### config.mk
export PLATFORM = sky130hd
export DESIGN_NAME = alu_cmd_sequencer_flat
export DESIGN_NICKNAME = d
export VERILOG_FILES = /design/src/rtl/alu_cmd_sequencer_if.sv /design/src/rtl/alu_cmd_sequencer.sv /design/src/flat_wrapper.sv
export SDC_FILE = /design/constraint.sdc
export NUM_CORES = 1
export LEC_CHECK = 0
export BUFFER_PORTS_ARGS = -buffer_cell sky130_fd_sc_hd__buf_2
export CELL_PAD_IN_SITES_DETAIL_PLACEMENT = 1
export CELL_PAD_IN_SITES_GLOBAL_PLACEMENT = 1
export CORE_ASPECT_RATIO = 1.2
export CORE_UTILIZATION = 35
export DETAILED_ROUTE_END_ITERATION = 16
export MAX_ROUTING_LAYER = met4
export PLACE_DENSITY = 0.88
export SYNTH_ARGS = -nofsm -noshare
export SYNTH_HDL_FRONTEND = slang
export SYNTH_SLANG_ARGS = --single-unit
### constraint.sdc
create_clock -name CLK -period 4.7 [get_ports CLK]
set_clock_uncertainty 0.2 [all_clocks]
set_input_delay 0.47 -clock CLK [delete_from_list [all_inputs] [get_ports CLK]]
set_output_delay 0.47 -clock CLK [all_outputs]
set_load 0.05 [all_outputs]
### src/rtl/alu_cmd_sequencer_if.sv
// Command/response stream bundle between a control master and the ALU sequencer.
interface alu_cmd_sequencer_if #(
  parameter int WIDTH = 16,
  parameter int OPW   = 2
);
  logic             cmd_valid;
  logic             cmd_ready;
  logic [OPW-1:0]   cmd_op;
  logic [WIDTH-1:0] cmd_a;
  logic [WIDTH-1:0] cmd_b;
  logic             rsp_valid;
  logic             rsp_ready;
  logic [WIDTH-1:0] rsp_data;
  logic [OPW-1:0]   rsp_op;
  logic             rsp_div0;

  // Control master: issues commands, consumes responses
  modport master (
    output cmd_valid, cmd_op, cmd_a, cmd_b, rsp_ready,
    input  cmd_ready, rsp_valid, rsp_data, rsp_op, rsp_div0
  );

  // Sequencer: accepts commands, produces responses
  modport slave (
    input  cmd_valid, cmd_op, cmd_a, cmd_b, rsp_ready,
    output cmd_ready, rsp_valid, rsp_data, rsp_op, rsp_div0
  );
endinterface

### src/rtl/alu_cmd_sequencer.sv
// Drives the SimpleALU: writes the opcode config register only when the opcode
// changes, presents operands for one cycle, captures the result and returns it.
// Divide-by-zero is answered locally without touching the ALU.
module alu_cmd_sequencer #(
  parameter int WIDTH = 16,
  parameter int OPW   = 2
) (
  input  logic                CLK,
  input  logic                RESET,
  alu_cmd_sequencer_if.slave  bus,
  output logic [WIDTH-1:0]    alu_a,
  output logic [WIDTH-1:0]    alu_b,
  output logic [OPW-1:0]      alu_config_data,
  output logic                alu_config_en,
  input  logic [WIDTH-1:0]    alu_c
);

  localparam logic [OPW-1:0] OP_DIV = OPW'(3);

  typedef enum logic [1:0] {IDLE, CONFIG, EXEC, RESP} state_t;

  state_t           state_q, state_d;
  logic [OPW-1:0]   cur_op_q, cur_op_d;     // shadow of the ALU opcode register
  logic             cfg_known_q, cfg_known_d;  // shadow valid since last reset
  logic [WIDTH-1:0] a_q, a_d;
  logic [WIDTH-1:0] b_q, b_d;
  logic [OPW-1:0]   op_q, op_d;
  logic [WIDTH-1:0] rsp_data_q, rsp_data_d;
  logic [OPW-1:0]   rsp_op_q, rsp_op_d;
  logic             rsp_div0_q, rsp_div0_d;

  // State and datapath registers with synchronous reset
  always_ff @(posedge CLK) begin
    if (RESET) begin
      state_q     <= IDLE;
      cur_op_q    <= '0;
      cfg_known_q <= 1'b0;
      a_q         <= '0;
      b_q         <= '0;
      op_q        <= '0;
      rsp_data_q  <= '0;
      rsp_op_q    <= '0;
      rsp_div0_q  <= 1'b0;
    end else begin
      state_q     <= state_d;
      cur_op_q    <= cur_op_d;
      cfg_known_q <= cfg_known_d;
      a_q         <= a_d;
      b_q         <= b_d;
      op_q        <= op_d;
      rsp_data_q  <= rsp_data_d;
      rsp_op_q    <= rsp_op_d;
      rsp_div0_q  <= rsp_div0_d;
    end
  end

  // Next-state logic: accept, optional config write, execute, respond
  always_comb begin
    state_d     = state_q;
    cur_op_d    = cur_op_q;
    cfg_known_d = cfg_known_q;
    a_d         = a_q;
    b_d         = b_q;
    op_d        = op_q;
    rsp_data_d  = rsp_data_q;
    rsp_op_d    = rsp_op_q;
    rsp_div0_d  = rsp_div0_q;
    case (state_q)
      IDLE: begin
        if (bus.cmd_valid) begin
          op_d = bus.cmd_op;
          a_d  = bus.cmd_a;
          b_d  = bus.cmd_b;
          if (bus.cmd_op == OP_DIV && bus.cmd_b == '0) begin
            // Answer locally; the ALU and its opcode shadow stay as they are
            rsp_data_d = '1;
            rsp_div0_d = 1'b1;
            rsp_op_d   = OP_DIV;
            state_d    = RESP;
          end else if (!cfg_known_q || bus.cmd_op != cur_op_q) begin
            state_d = CONFIG;
          end else begin
            state_d = EXEC;
          end
        end
      end
      CONFIG: begin
        cur_op_d    = op_q;
        cfg_known_d = 1'b1;
        state_d     = EXEC;
      end
      EXEC: begin
        rsp_data_d = alu_c;
        rsp_op_d   = op_q;
        rsp_div0_d = 1'b0;
        state_d    = RESP;
      end
      RESP: begin
        if (bus.rsp_ready) state_d = IDLE;
      end
      default: state_d = IDLE;
    endcase
  end

  // Handshake and ALU-side outputs are pure decodes of the registered state
  assign bus.cmd_ready   = (state_q == IDLE);
  assign bus.rsp_valid   = (state_q == RESP);
  assign bus.rsp_data    = rsp_data_q;
  assign bus.rsp_op      = rsp_op_q;
  assign bus.rsp_div0    = rsp_div0_q;
  assign alu_config_en   = (state_q == CONFIG);
  assign alu_config_data = (state_q == CONFIG) ? op_q : cur_op_q;
  assign alu_a           = a_q;
  assign alu_b           = b_q;

endmodule

### src/flat_wrapper.sv
// flat-port wrapper written by rule: the top's interface ports become plain ports
module alu_cmd_sequencer_flat 
#(
  parameter int WIDTH = 16,
  parameter int OPW   = 2
)
  (CLK, RESET, alu_a, alu_b, alu_config_data, alu_config_en, alu_c, bus_cmd_valid, bus_cmd_op, bus_cmd_a, bus_cmd_b, bus_rsp_ready, bus_cmd_ready, bus_rsp_valid, bus_rsp_data, bus_rsp_op, bus_rsp_div0);
  alu_cmd_sequencer_if #(.WIDTH(WIDTH), .OPW(OPW)) bus_i ();
  input  logic CLK;
  input  logic RESET;
  output logic [WIDTH-1:0] alu_a;
  output logic [WIDTH-1:0] alu_b;
  output logic [OPW-1:0] alu_config_data;
  output logic alu_config_en;
  input  logic [WIDTH-1:0] alu_c;
  input wire logic [$bits(bus_i.cmd_valid)-1:0] bus_cmd_valid;
  input wire logic [$bits(bus_i.cmd_op)-1:0] bus_cmd_op;
  input wire logic [$bits(bus_i.cmd_a)-1:0] bus_cmd_a;
  input wire logic [$bits(bus_i.cmd_b)-1:0] bus_cmd_b;
  input wire logic [$bits(bus_i.rsp_ready)-1:0] bus_rsp_ready;
  output wire logic [$bits(bus_i.cmd_ready)-1:0] bus_cmd_ready;
  output wire logic [$bits(bus_i.rsp_valid)-1:0] bus_rsp_valid;
  output wire logic [$bits(bus_i.rsp_data)-1:0] bus_rsp_data;
  output wire logic [$bits(bus_i.rsp_op)-1:0] bus_rsp_op;
  output wire logic [$bits(bus_i.rsp_div0)-1:0] bus_rsp_div0;
  assign bus_i.cmd_valid = bus_cmd_valid;
  assign bus_i.cmd_op = bus_cmd_op;
  assign bus_i.cmd_a = bus_cmd_a;
  assign bus_i.cmd_b = bus_cmd_b;
  assign bus_i.rsp_ready = bus_rsp_ready;
  assign bus_cmd_ready = bus_i.cmd_ready;
  assign bus_rsp_valid = bus_i.rsp_valid;
  assign bus_rsp_data = bus_i.rsp_data;
  assign bus_rsp_op = bus_i.rsp_op;
  assign bus_rsp_div0 = bus_i.rsp_div0;
  alu_cmd_sequencer #(.WIDTH(WIDTH), .OPW(OPW)) u_core (.CLK(CLK), .RESET(RESET), .bus(bus_i), .alu_a(alu_a), .alu_b(alu_b), .alu_config_data(alu_config_data), .alu_config_en(alu_config_en), .alu_c(alu_c));
endmodule
==> summary.md <==
| Metric | Value |
|---|---|
| Port Buffers | 109 |
| Reg2reg start | u_core.state_q[0] |
| Slew of the pin with the lowest slew margin | 1.05 ns |
| CTS Buffer Depth | 2 |
| Total Routed Length | 6740 microns |
| Fmax | 402 MHz |
| Syn nets | 331 |
| NetSw | 0.994 mW |
| Max H-tree Level | 3 |
| Largest net degree at the start of global routing | 59 |
| Hold Crit Start | bus_cmd_a[0] |
| Synth area leaders | dfxtp_1 (49%), nand2_1 (11%), o221a_2 (8.6%), a21oi_1 (7.4%), nor2_1 (6.5%) |
| Vias in the first global route | 2375 |
| Die area | 7060 sq um |
| Post-CTS sizing | 0 |
| Gate power share | 0.469 |
| Internal | 1.14 mW |
| CTS Root Cell | clkbuf_8 |
| Post-Syn Area | 2360 sq um |
| Area delta synth->final | 32.1% |
| Hold Path Class | in2reg |
| First-pass GRT wire length | 10900 microns |
| Status | completed |
| Min cycle time layout | 2.48 ns |
| Required time of the critical path | 4.78 ns |
| Reg clk slew, reported paths | 0.07 ns |
| Die height | 91.9 microns |
| CP max FO | 20 |
| Startpoint types | flip-flop |
| Mean Syn Cell Area | 8.63 sq um |
| Drt via density | 4.97 |
| CORE AREA | 6450 sq um |
| Flops & latches, synth | 58 |
| Routed Antenna Nets | 0 |
| Final Setup Violations | 0 |
| Gr usage total | 0.203 |
| Mapped Cells | 273 |
| Area share of the largest cell type after synthesis | 0.493 |
| Hold path depth | 3 |
| Share of layout cells above drive strength 1 | 0.394 |
| YS warnings | 0 |
| Synth area leader | dfxtp_1 |
| Total negative setup slack | 0 ns |
| Crit share post-route | 0.529 |
| Crit. End Element | flip-flop |
| DPL Wire Length | 4850 microns |
| Fillcell total | 802 |
| Sink Count | 58 |
| Clock share of power | 0.210 |
| Power per Cell Area | 686 nW/um^2 |
| CTS Buf Count | 9 |
| RSZ-0062 raised after global routing | no |
| Die W | 76.9 microns |
| R2R Path End | u_core.bus.rsp_data[2] |
| Max-Cap Viols | 0 |
| Reg2reg path depth | 5 |
| IO Pins | 110 |
| Post-CTS Setup Inserts | 0 |
| Reg power frac | 0.322 |
| Arr. time, crit path | 2.56 ns |
| Hold worst-path end | u_core.alu_a[0] |
| GPL Wtd Cong | 0.808 |
| Slack of the worst reg-to-reg path | 2.22 ns |
| Leakage | 1.45 nW |
| CTS tree | yes |
| Max-slew violations | 0 |
| Nets | 435 |
| Number of DRC markers in iteration 0 | 85 |
| DRC | 0 |
| Max VDD drop | 0.000301 V |
| Antenna violations before repair | 0 |
| Total power | 2.13 mW |
| Rel. slew slack | 0.302 |
| # rows | 32 |
| Sw Ratio | 0.466 |
| Final hold vios | 0 |
| Total number of vias | 2317 |
| Crit Path Class | reg2reg |
| DR pass1 iterations | 4 |
| # diodes | 0 |
| Distinct cell type count after synthesis | 31 |
| Register area share after synthesis | 0.493 |
| Hold Buf Count CTS | 0 |
| Routed len/inst | 14.5 microns |
| Starting density of the core | 0.365 |
| Worst-skew pair later-pin latency | 0.33 ns |
| Total congestion overflow | 0 |
==> cells in the final DEF, fill, tap and decap left out, types with 2 or more instances in the layout <==
cell type and n:
nor2b_1 3, o32ai_1 2, o221a_2 18, mux2_2 2, a21oi_1 35, buf_4 2, clkbuf_8 10, buf_2 109
xnor2_1 2, ha_1 4, inv_1 3, clkinv_2 2, dfxtp_1 58, clkbuf_1 2, nand2_1 69, nor2_1 41
a211oi_1 2
==> cell usage after synthesis (all sizes together) <==
master	n
nor3	1
nor2b	3
a211oi	2
nand3	2
nand4	1
and2	2
and3	1
a32oi	1
a22oi	1
inv	3
o221a	18
or4	2
buf	3
and4b	1
nand2	70
dlygate4sd3	1
nand2b	1
mux2	2
clkbuf	14
xnor2	2
nor4b	1
dfxtp	58
o32ai	2
nor4	1
nor2	41
a21oi	35
ha	4
==> sequential cells by signal, summed over array words and instances (netlist names) <==
register and flops:
u_core.bus.rsp_div0 1, u_core.cur_op_q 2, u_core.state_q 2, u_core.op_q 2, u_core.bus.rsp_op 2, u_core.bus.rsp_data 16, u_core.alu_a 16, u_core.alu_b 16
u_core.cfg_known_q 1
==> worst max-delay path by stage <==
stage / from / to / slack (ns) / cells past startpoint
after global routing: u_core.state_q[1] / u_core.bus.rsp_data[5] / 2.03 / 5
after global placement: bus_cmd_b[6] / u_core.bus.rsp_data[15] / 2.16 / 6
final: u_core.state_q[0] / u_core.bus.rsp_data[2] / 2.22 / 5
after detailed placement: bus_cmd_b[6] / u_core.bus.rsp_data[0] / 2.10 / 6
after CTS: u_core.state_q[0] / u_core.bus.rsp_data[2] / 2.18 / 5
after floorplan: u_core.state_q[0] / u_core.bus.rsp_data[10] / 2.21 / 9
==> per-stage QoR <==
step / utilization / hold WS [ns] / setup slack (ns) / instance area, sq um / instances
3_5_place_dp: 0.454 / 0.244 / 2.10 / 2930 / 451
4_1_cts: 0.483 / 0.158 / 2.18 / 3110 / 466
5_1_grt: 0.483 / 0.167 / 2.03 / 3110 / 466
6_report: 0.483 / 0.168 / 2.22 / 3110 / 466
2_1_floorplan: - / 0.254 / 2.21 / 2360 / 273
3_3_place_gp: 0.454 / 0.239 / 2.16 / 2930 / 451
==> final cells by class <==
cell class / instances / area [sq um] / area share
Clock inverter: 3 / 40.0 / 0.0129
Tap cell: 85 / 106 / 0.0342
Clock buffer: 12 / 145 / 0.0466
Inverter: 3 / 11.3 / 0.00362
Sequential cell: 58 / 1160 / 0.373
Multi-Input combinational cell: 194 / 1090 / 0.349
Timing Repair Buffer: 111 / 561 / 0.180
==> logic make-up (layout without fill, tap and decap cells) <==
| logic type | count (synthesis) | after routing | share of synthesized area |
|---|---|---|---|
| DFF | 58 | 58 | 0.493 |
| muxes | 2 | 2 | 0.00956 |
| AOI/OAI and AO/OA | 59 | 59 | 0.187 |
| adders and majority gates | 4 | 4 | 0.0212 |
| buffers and inverters | 21 | 129 | 0.0457 |
| xor gates and xnor gates | 2 | 2 | 0.00744 |
| and+or+nand+nor | 127 | 127 | 0.236 |
==> routing by layer <==
layer  track usage  wire length [microns]  part of all wire  vias up
met3        0.0527                    474             0.070       11
met2         0.334                   3330              0.49       89
li1              -                      -                 -     1135
met5             -                      0                 0        -
met1         0.230                   2810              0.42     1082
met4        0.0913                    127             0.019        0
==> critical path: stages (launching register included) <==
cell	delay, ns
dfxtp_1	0.39
inv_1	0.08
ha_1	0.31
nand2b_1	0.56
a22oi_4	0.61
o221a_2	0.27
==> power by group through the flow <==
stage	sequential, mW	clock (mW)	combinational (mW)
after global routing	0.700	0.478	1.07
after detailed placement	0.697	0	1.01
after global placement	0.688	0	0.986
final	0.686	0.447	1.00
after floorplan	1.06	0	0.422
after CTS	0.687	0.458	1.01
Power figures use the tool's default switching activity.
